### config.mk
export PLATFORM = sky130hd
export DESIGN_NAME = alu_pipe
export DESIGN_NICKNAME = d
export VERILOG_FILES = /design/src/rtl/alu_pipe_pkg.sv /design/src/rtl/alu_pipe_comb.sv /design/src/rtl/alu_pipe.sv
export SDC_FILE = /design/constraint.sdc
export NUM_CORES = 1
export LEC_CHECK = 0
export ABC_AREA = 1
export BUFFER_PORTS_ARGS = -buffer_cell sky130_fd_sc_hd__buf_2
export CAP_MARGIN = 40
export CORE_UTILIZATION = 35
export CTS_CLUSTER_DIAMETER = 200
export DETAILED_ROUTE_END_ITERATION = 16
export GPL_TIMING_DRIVEN = 0
export HOLD_SLACK_MARGIN = 0.03
export PLACE_DENSITY_LB_ADDON = 0.1
export SYNTH_ARGS = -nofsm -noshare
export SYNTH_HDL_FRONTEND = slang
export SYNTH_HIERARCHICAL = 1
export SYNTH_SLANG_ARGS = --single-unit
### constraint.sdc
create_clock -name clk -period 2.6 [get_ports clk]
set_clock_uncertainty 0.15 [all_clocks]
set_input_delay 0.13 -clock clk [delete_from_list [all_inputs] [get_ports clk]]
set_output_delay 0.13 -clock clk [all_outputs]
set_load 0.03 [all_outputs]
### src/rtl/alu_pipe_pkg.sv
// ============================================================================
// Module   : alu_pipe_pkg
// Brief    : Opcodes, FSM states and flag bundle shared by the ALU pipeline.
// Revision : 1.0
// ============================================================================
`default_nettype none

package alu_pipe_pkg;

    localparam logic [3:0] OP_ADD  = 4'd0;
    localparam logic [3:0] OP_SUB  = 4'd1;
    localparam logic [3:0] OP_AND  = 4'd2;
    localparam logic [3:0] OP_OR   = 4'd3;
    localparam logic [3:0] OP_XOR  = 4'd4;
    localparam logic [3:0] OP_NAND = 4'd5;
    localparam logic [3:0] OP_NOR  = 4'd6;
    localparam logic [3:0] OP_NOT  = 4'd7;
    localparam logic [3:0] OP_SLL  = 4'd8;
    localparam logic [3:0] OP_SRL  = 4'd9;
    localparam logic [3:0] OP_SRA  = 4'd10;
    localparam logic [3:0] OP_SLT  = 4'd11;
    localparam logic [3:0] OP_SLTU = 4'd12;
    localparam logic [3:0] OP_EQ   = 4'd13;
    localparam logic [3:0] OP_MUL  = 4'd14;
    localparam logic [3:0] OP_PASS = 4'd15;

    typedef enum logic [0:0] {
        IDLE = 1'b0,
        MUL  = 1'b1
    } state_t;

    typedef struct packed {
        logic zero;
        logic neg;
        logic carry;
        logic ovf;
    } flags_t;

endpackage

`default_nettype wire

### src/rtl/alu_pipe_comb.sv
// ============================================================================
// Module   : alu_pipe_comb
// Brief    : Combinational result, carry and overflow for single-cycle ops.
// Revision : 1.0
// ============================================================================
`default_nettype none

module alu_pipe_comb
    import alu_pipe_pkg::*;
#(
    parameter int WIDTH = 8
) (
    input  logic [3:0]       op,
    input  logic [WIDTH-1:0] a,
    input  logic [WIDTH-1:0] b,
    output logic [WIDTH-1:0] result,
    output logic             carry,
    output logic             ovf
);

    localparam int SHW = $clog2(WIDTH);
    localparam logic [WIDTH:0] C_WIDTH = (WIDTH+1)'(WIDTH);

    logic [WIDTH:0]   w_sum;
    logic [WIDTH:0]   w_diff;
    logic             w_big;
    logic [SHW-1:0]   w_amt;

    assign w_sum  = {1'b0, a} + {1'b0, b};
    assign w_diff = {1'b0, a} - {1'b0, b};
    // The whole of b is the shift amount, so anything past WIDTH saturates.
    assign w_big  = ({1'b0, b} >= C_WIDTH);
    assign w_amt  = b[SHW-1:0];

    always_comb begin
        result = '0;
        carry  = 1'b0;
        ovf    = 1'b0;
        case (op)
            OP_ADD: begin
                result = w_sum[WIDTH-1:0];
                carry  = w_sum[WIDTH];
                ovf    = (a[WIDTH-1] == b[WIDTH-1]) && (w_sum[WIDTH-1] != a[WIDTH-1]);
            end
            OP_SUB: begin
                result = w_diff[WIDTH-1:0];
                carry  = ~w_diff[WIDTH];
                ovf    = (a[WIDTH-1] != b[WIDTH-1]) && (w_diff[WIDTH-1] != a[WIDTH-1]);
            end
            OP_AND:  result = a & b;
            OP_OR:   result = a | b;
            OP_XOR:  result = a ^ b;
            OP_NAND: result = ~(a & b);
            OP_NOR:  result = ~(a | b);
            OP_NOT:  result = ~a;
            OP_SLL:  result = w_big ? '0 : (a << w_amt);
            OP_SRL:  result = w_big ? '0 : (a >> w_amt);
            OP_SRA:  result = w_big ? {WIDTH{a[WIDTH-1]}} : WIDTH'($signed(a) >>> w_amt);
            OP_SLT:  result = {{(WIDTH-1){1'b0}}, ($signed(a) < $signed(b))};
            OP_SLTU: result = {{(WIDTH-1){1'b0}}, (a < b)};
            OP_EQ:   result = {{(WIDTH-1){1'b0}}, (a == b)};
            OP_PASS: result = b;
            default: ;
        endcase
    end

endmodule

`default_nettype wire

### src/rtl/alu_pipe.sv
// ============================================================================
// Module   : alu_pipe
// Brief    : Registered ALU with valid/ready handshakes, shift-add multiply
//            and a sticky overflow status bit.
// Revision : 1.0
// ============================================================================
`default_nettype none

module alu_pipe
    import alu_pipe_pkg::*;
#(
    parameter int WIDTH = 8
) (
    input  logic             clk,
    input  logic             rst,
    input  logic             in_valid,
    output logic             in_ready,
    input  logic [3:0]       op,
    input  logic [WIDTH-1:0] a,
    input  logic [WIDTH-1:0] b,
    output logic             out_valid,
    input  logic             out_ready,
    output logic [WIDTH-1:0] result,
    output logic             zero,
    output logic             neg,
    output logic             carry,
    output logic             ovf,
    output logic             ovf_sticky,
    input  logic             clr_sticky,
    output logic             busy
);

    localparam int SHW = $clog2(WIDTH);
    localparam logic [SHW-1:0] C_LAST = SHW'(WIDTH - 1);

    state_t             r_state;
    logic [WIDTH-1:0]   r_result;
    flags_t             r_flags;
    logic               r_out_valid;
    logic               r_sticky;
    logic [2*WIDTH-1:0] r_acc;
    logic [2*WIDTH-1:0] r_mcand;
    logic [WIDTH-1:0]   r_mplier;
    logic [SHW-1:0]     r_cnt;

    logic [WIDTH-1:0]   w_comb_result;
    logic               w_comb_carry;
    logic               w_comb_ovf;
    logic               w_accept;
    logic               w_mul_done;
    logic               w_load;
    logic [2*WIDTH-1:0] w_acc_next;
    logic [WIDTH-1:0]   w_load_val;
    flags_t             w_load_flags;

    alu_pipe_comb #(
        .WIDTH (WIDTH)
    ) u_comb (
        .op     (op),
        .a      (a),
        .b      (b),
        .result (w_comb_result),
        .carry  (w_comb_carry),
        .ovf    (w_comb_ovf)
    );

    // A slot frees up on the same edge the consumer drains the current result.
    assign in_ready   = !rst && (r_state == IDLE) && (!r_out_valid || out_ready);
    assign w_accept   = in_valid && in_ready;
    assign w_acc_next = r_acc + (r_mplier[0] ? r_mcand : '0);
    assign w_mul_done = (r_state == MUL) && (r_cnt == C_LAST);
    assign w_load     = (w_accept && (op != OP_MUL)) || w_mul_done;

    always_comb begin
        w_load_val         = w_comb_result;
        w_load_flags.carry = w_comb_carry;
        w_load_flags.ovf   = w_comb_ovf;
        if (w_mul_done) begin
            w_load_val         = w_acc_next[WIDTH-1:0];
            w_load_flags.carry = 1'b0;
            w_load_flags.ovf   = |w_acc_next[2*WIDTH-1:WIDTH];
        end
        w_load_flags.zero = (w_load_val == '0);
        w_load_flags.neg  = w_load_val[WIDTH-1];
    end

    always_ff @(posedge clk) begin
        if (rst) begin
            r_state     <= IDLE;
            r_result    <= '0;
            r_flags     <= '0;
            r_out_valid <= 1'b0;
            r_sticky    <= 1'b0;
            r_acc       <= '0;
            r_mcand     <= '0;
            r_mplier    <= '0;
            r_cnt       <= '0;
        end else begin
            if (w_load) begin
                r_result    <= w_load_val;
                r_flags     <= w_load_flags;
                r_out_valid <= 1'b1;
            end else if (out_ready) begin
                r_out_valid <= 1'b0;
            end

            // A new overflow beats a simultaneous clear.
            r_sticky <= (w_load && w_load_flags.ovf) || (r_sticky && !clr_sticky);

            case (r_state)
                IDLE: begin
                    if (w_accept && (op == OP_MUL)) begin
                        r_state  <= MUL;
                        r_acc    <= '0;
                        r_mcand  <= {{WIDTH{1'b0}}, a};
                        r_mplier <= b;
                        r_cnt    <= '0;
                    end
                end
                MUL: begin
                    r_acc    <= w_acc_next;
                    r_mcand  <= r_mcand << 1;
                    r_mplier <= r_mplier >> 1;
                    r_cnt    <= r_cnt + 1'b1;
                    if (w_mul_done) begin
                        r_state <= IDLE;
                    end
                end
                default: r_state <= IDLE;
            endcase
        end
    end

    assign out_valid  = r_out_valid;
    assign result     = r_result;
    assign zero       = r_flags.zero;
    assign neg        = r_flags.neg;
    assign carry      = r_flags.carry;
    assign ovf        = r_flags.ovf;
    assign ovf_sticky = r_sticky;
    assign busy       = (r_state == MUL);

endmodule

`default_nettype wire
==> impl_metrics.yaml <==
outcome:
  status: "completed"
cts:
  cts_root_buffer: "clkbuf_16"
  cts_max_path_buffers: 2
  worstSkewPairLatency_ns: 0.33
  cts_buffers: 9
  clk_pin_slew_ns: 0.05
  cts.sinks: 57
  cts_tree: "done"
  htreeDepth: 3
power_and_ir_drop:
  combPwrFrac_pct: 22.9
  power_density_mw_per_mm2: 404
  seq_power_share_pct: 33.5
  clock_power_share_pct: 43.6
  p_sw_mw: 0.860
  p_leak_nw: 3.39
  p_int_mw: 1.83
  sw_frac_of_total_pct: 32.0
  worst_ir_drop_vdd_mv: 0.382
flow_run:
  cap_viol_max_count: 0
global_route:
  grtUsageTotal_pct: 24.9
  busiest_layer: "met1"
  use_met3_pct: 5.88
  antenna_found_initial: 0
  grt_util_met1_pct: 37.4
  grt_use_met2_pct: 36.3
  grt_pass1_wl_um: 31200
  grt_max_degree: 17
  grt-ovfl-total: 0
  grt_pass1_vias: 5630
die:
  die_h_um: 128
  core_area_mm2: 0.0154
  rows: 45
  ios: 41
  die_w_um: 128
  dieArea_mm2: 0.0164
  initial_core_util_pct: 36.1
sta:
  finalCriticalPeriod_ns: 2.46
  period_share_pct: 94.8
  hold_violations: 0
  slew_violations: 0
  tns_ns: 0
  fmax_mhz: 406
  relSlewSlack_pct: 57.0
  setup_viol: 0
  worst_pin_slew_ns: 0.645
drt:
  postRouteAntennaNets: 0
  route.detailed.drc: 0
  drt-pass1-iter-count: 5
  via_per_inst: 5.10
  wl_um: 19800
  wire_per_inst_um: 15.9
  via_count: 6377
  drt-initial-drc-count: 527
synth:
  ys_seq_area_share_pct: 20.5
  ys_types: 42
  synth_common_cells: "nand2_1, inv_1, nor2_1"
  syn-num-nets: 1035
  yosysTopAreaCellShare_pct: 22.4
  syn_area_per_cell_um2: 5.76
  syn-cell-area_mm2: 0.00556
  synth_edf_count: 0
  async_flop_share_pct: 0
  yosys_most_used_dff: "dfxtp_1"
  ys.warnings.count: 6
  synth_cells: 964
  ys_ff_latch: 57
  synth_top_area_cell: "nand2_1"
  synthTopCellsByArea: "nand2_1, dfxtp_1, ha_1, inv_1, nor2_1"
  synth.most_common_cell: "nand2_1"
critical_path:
  required_ns: 2.64
  path_class: "reg -> reg"
  cp_max_fo: 10
  critPathLaunchType: "flop"
  crit_arrival_ns: 2.51
  worstSetupEndpointType: "flop"
finish:
  final_core_utilization_pct: 43.3
  layout.nets: 1105
  areaGrowthSynthToFinish_pct: 19.9
  final.fill_count: 1698
  layout-drive-gt1-share_pct: 14.1
  antenna_cells: 0
placed_design:
  gp_congestion: 0.914
  place_hpwl_um: 15600
  io_buffers: 39
hold_path:
  hp-class: "in -> reg"
critical path, cell delays in order, from the launching register on:
cell and delay [ns]:
dfxtp_4 0.38, buf_8 0.14, nand2_1 0.05, inv_1 0.04, ha_1 0.40, nand2_2 0.11, nor2_1 0.14, nand3_2 0.12
nand2_2 0.10, nand2_2 0.07, nand2_1 0.06, nand2_1 0.06, nand2_1 0.08, nand2_2 0.08, nor2_2 0.12, nand2_2 0.08
nand2_2 0.08, a21oi_1 0.06
registers in the layout, indices dropped and copies added, names as in the netlist:
signal	count
result	8
r_mplier	8
r_cnt	3
r_mcand	16
carry	1
zero	1
ovf	1
ovf_sticky	1
r_acc	16
busy	1
out_valid	1
cell families (layout without fill, tap and decap cells):
kind of cell,Yosys count,after routing,synth area share [%]
multiplexers,1,1,0.180
flip-flops,57,57,20.5
adder cells (fa/ha/maj),46,46,10.8
buffers and inverters,151,226,10.9
XOR/XNOR,8,8,1.26
AO/OA/AOI/OAI,134,134,13.8
AND/OR/NAND/NOR,567,567,42.5
stage by stage:
| stage | hold WS (ns) | cells | instance area [um^2] | setup slack [ns] | total power [mW] |
|---|---|---|---|---|---|
| 2_1_floorplan | 0.115 | 964 | 5560 | 0.205 | 1.28 |
| 4_1_cts | 0.0442 | 1239 | 6460 | 0.0165 | 2.67 |
| 3_5_place_dp | 0.215 | 1214 | 6020 | -0.797 | 1.48 |
| 5_1_grt | 0.0480 | 1250 | 6660 | -0.00407 | 2.81 |
| 3_3_place_gp | 0.211 | 1214 | 6020 | -0.802 | 1.48 |
| 6_report | 0.0481 | 1250 | 6660 | 0.135 | 2.69 |
timing repair:
action	in CTS	in global routing
buffers inserted	1	11
endpoints found under the setup margin	9	4
endpoints found under the hold margin	13	0
hold buffers	10	0
pin swaps	0	13
gates resized for setup	18	43
per-layer routing:
metal / part of all wire [%] / vias up / wire (um)
met1: 51 / 2927 / 10100
met2: 40 / 202 / 8030
met3: 8.0 / 12 / 1590
met4: 0.84 / 0 / 167
li1: - / 3236 / -
met5: 0 / - / 0
cell type report:
type / count / area, um^2 / area share (%)
tap: 211 / 264 / 3.96
buffer: 27 / 155 / 2.33
clock inverter: 5 / 56.3 / 0.845
sequential: 57 / 1140 / 17.2
inverter: 122 / 475 / 7.14
timing repair buffer: 61 / 395 / 5.94
clock buffer: 11 / 233 / 3.49
multi-input combinational: 756 / 3940 / 59.1
cells in the final DEF (no fill, tap or decap), types with 15 or more instances in the layout:
cell / count
a21oi_1: 55
buf_2: 45
buf_4: 16
dfxtp_1: 56
ha_1: 39
inv_1: 108
nand2_1: 319
nand2_2: 15
nand3_1: 67
nand4_1: 17
nor2_1: 105
o21ai_0: 44
worst paths after layout:
kind	start	end	slack, ns	cells after the start
hold / removal	a[3]	r_mcand[3]	0.05	3
setup reg to reg	r_mplier[0]	ovf	0.14	17
setup / recovery	r_mplier[0]	ovf	0.14	17
hold reg to reg	ovf_sticky	ovf_sticky	0.31	2
power by group through the flow:
stage / registers, mW / clock network [mW] / logic [mW]
floorplan: 0.940 / 0 / 0.344
global placement: 0.919 / 0 / 0.563
global route: 0.902 / 1.23 / 0.682
CTS: 0.901 / 1.19 / 0.581
finish: 0.901 / 1.17 / 0.617
detailed placement: 0.919 / 0 / 0.559
Note: power is estimated with default switching activity, not from simulation.
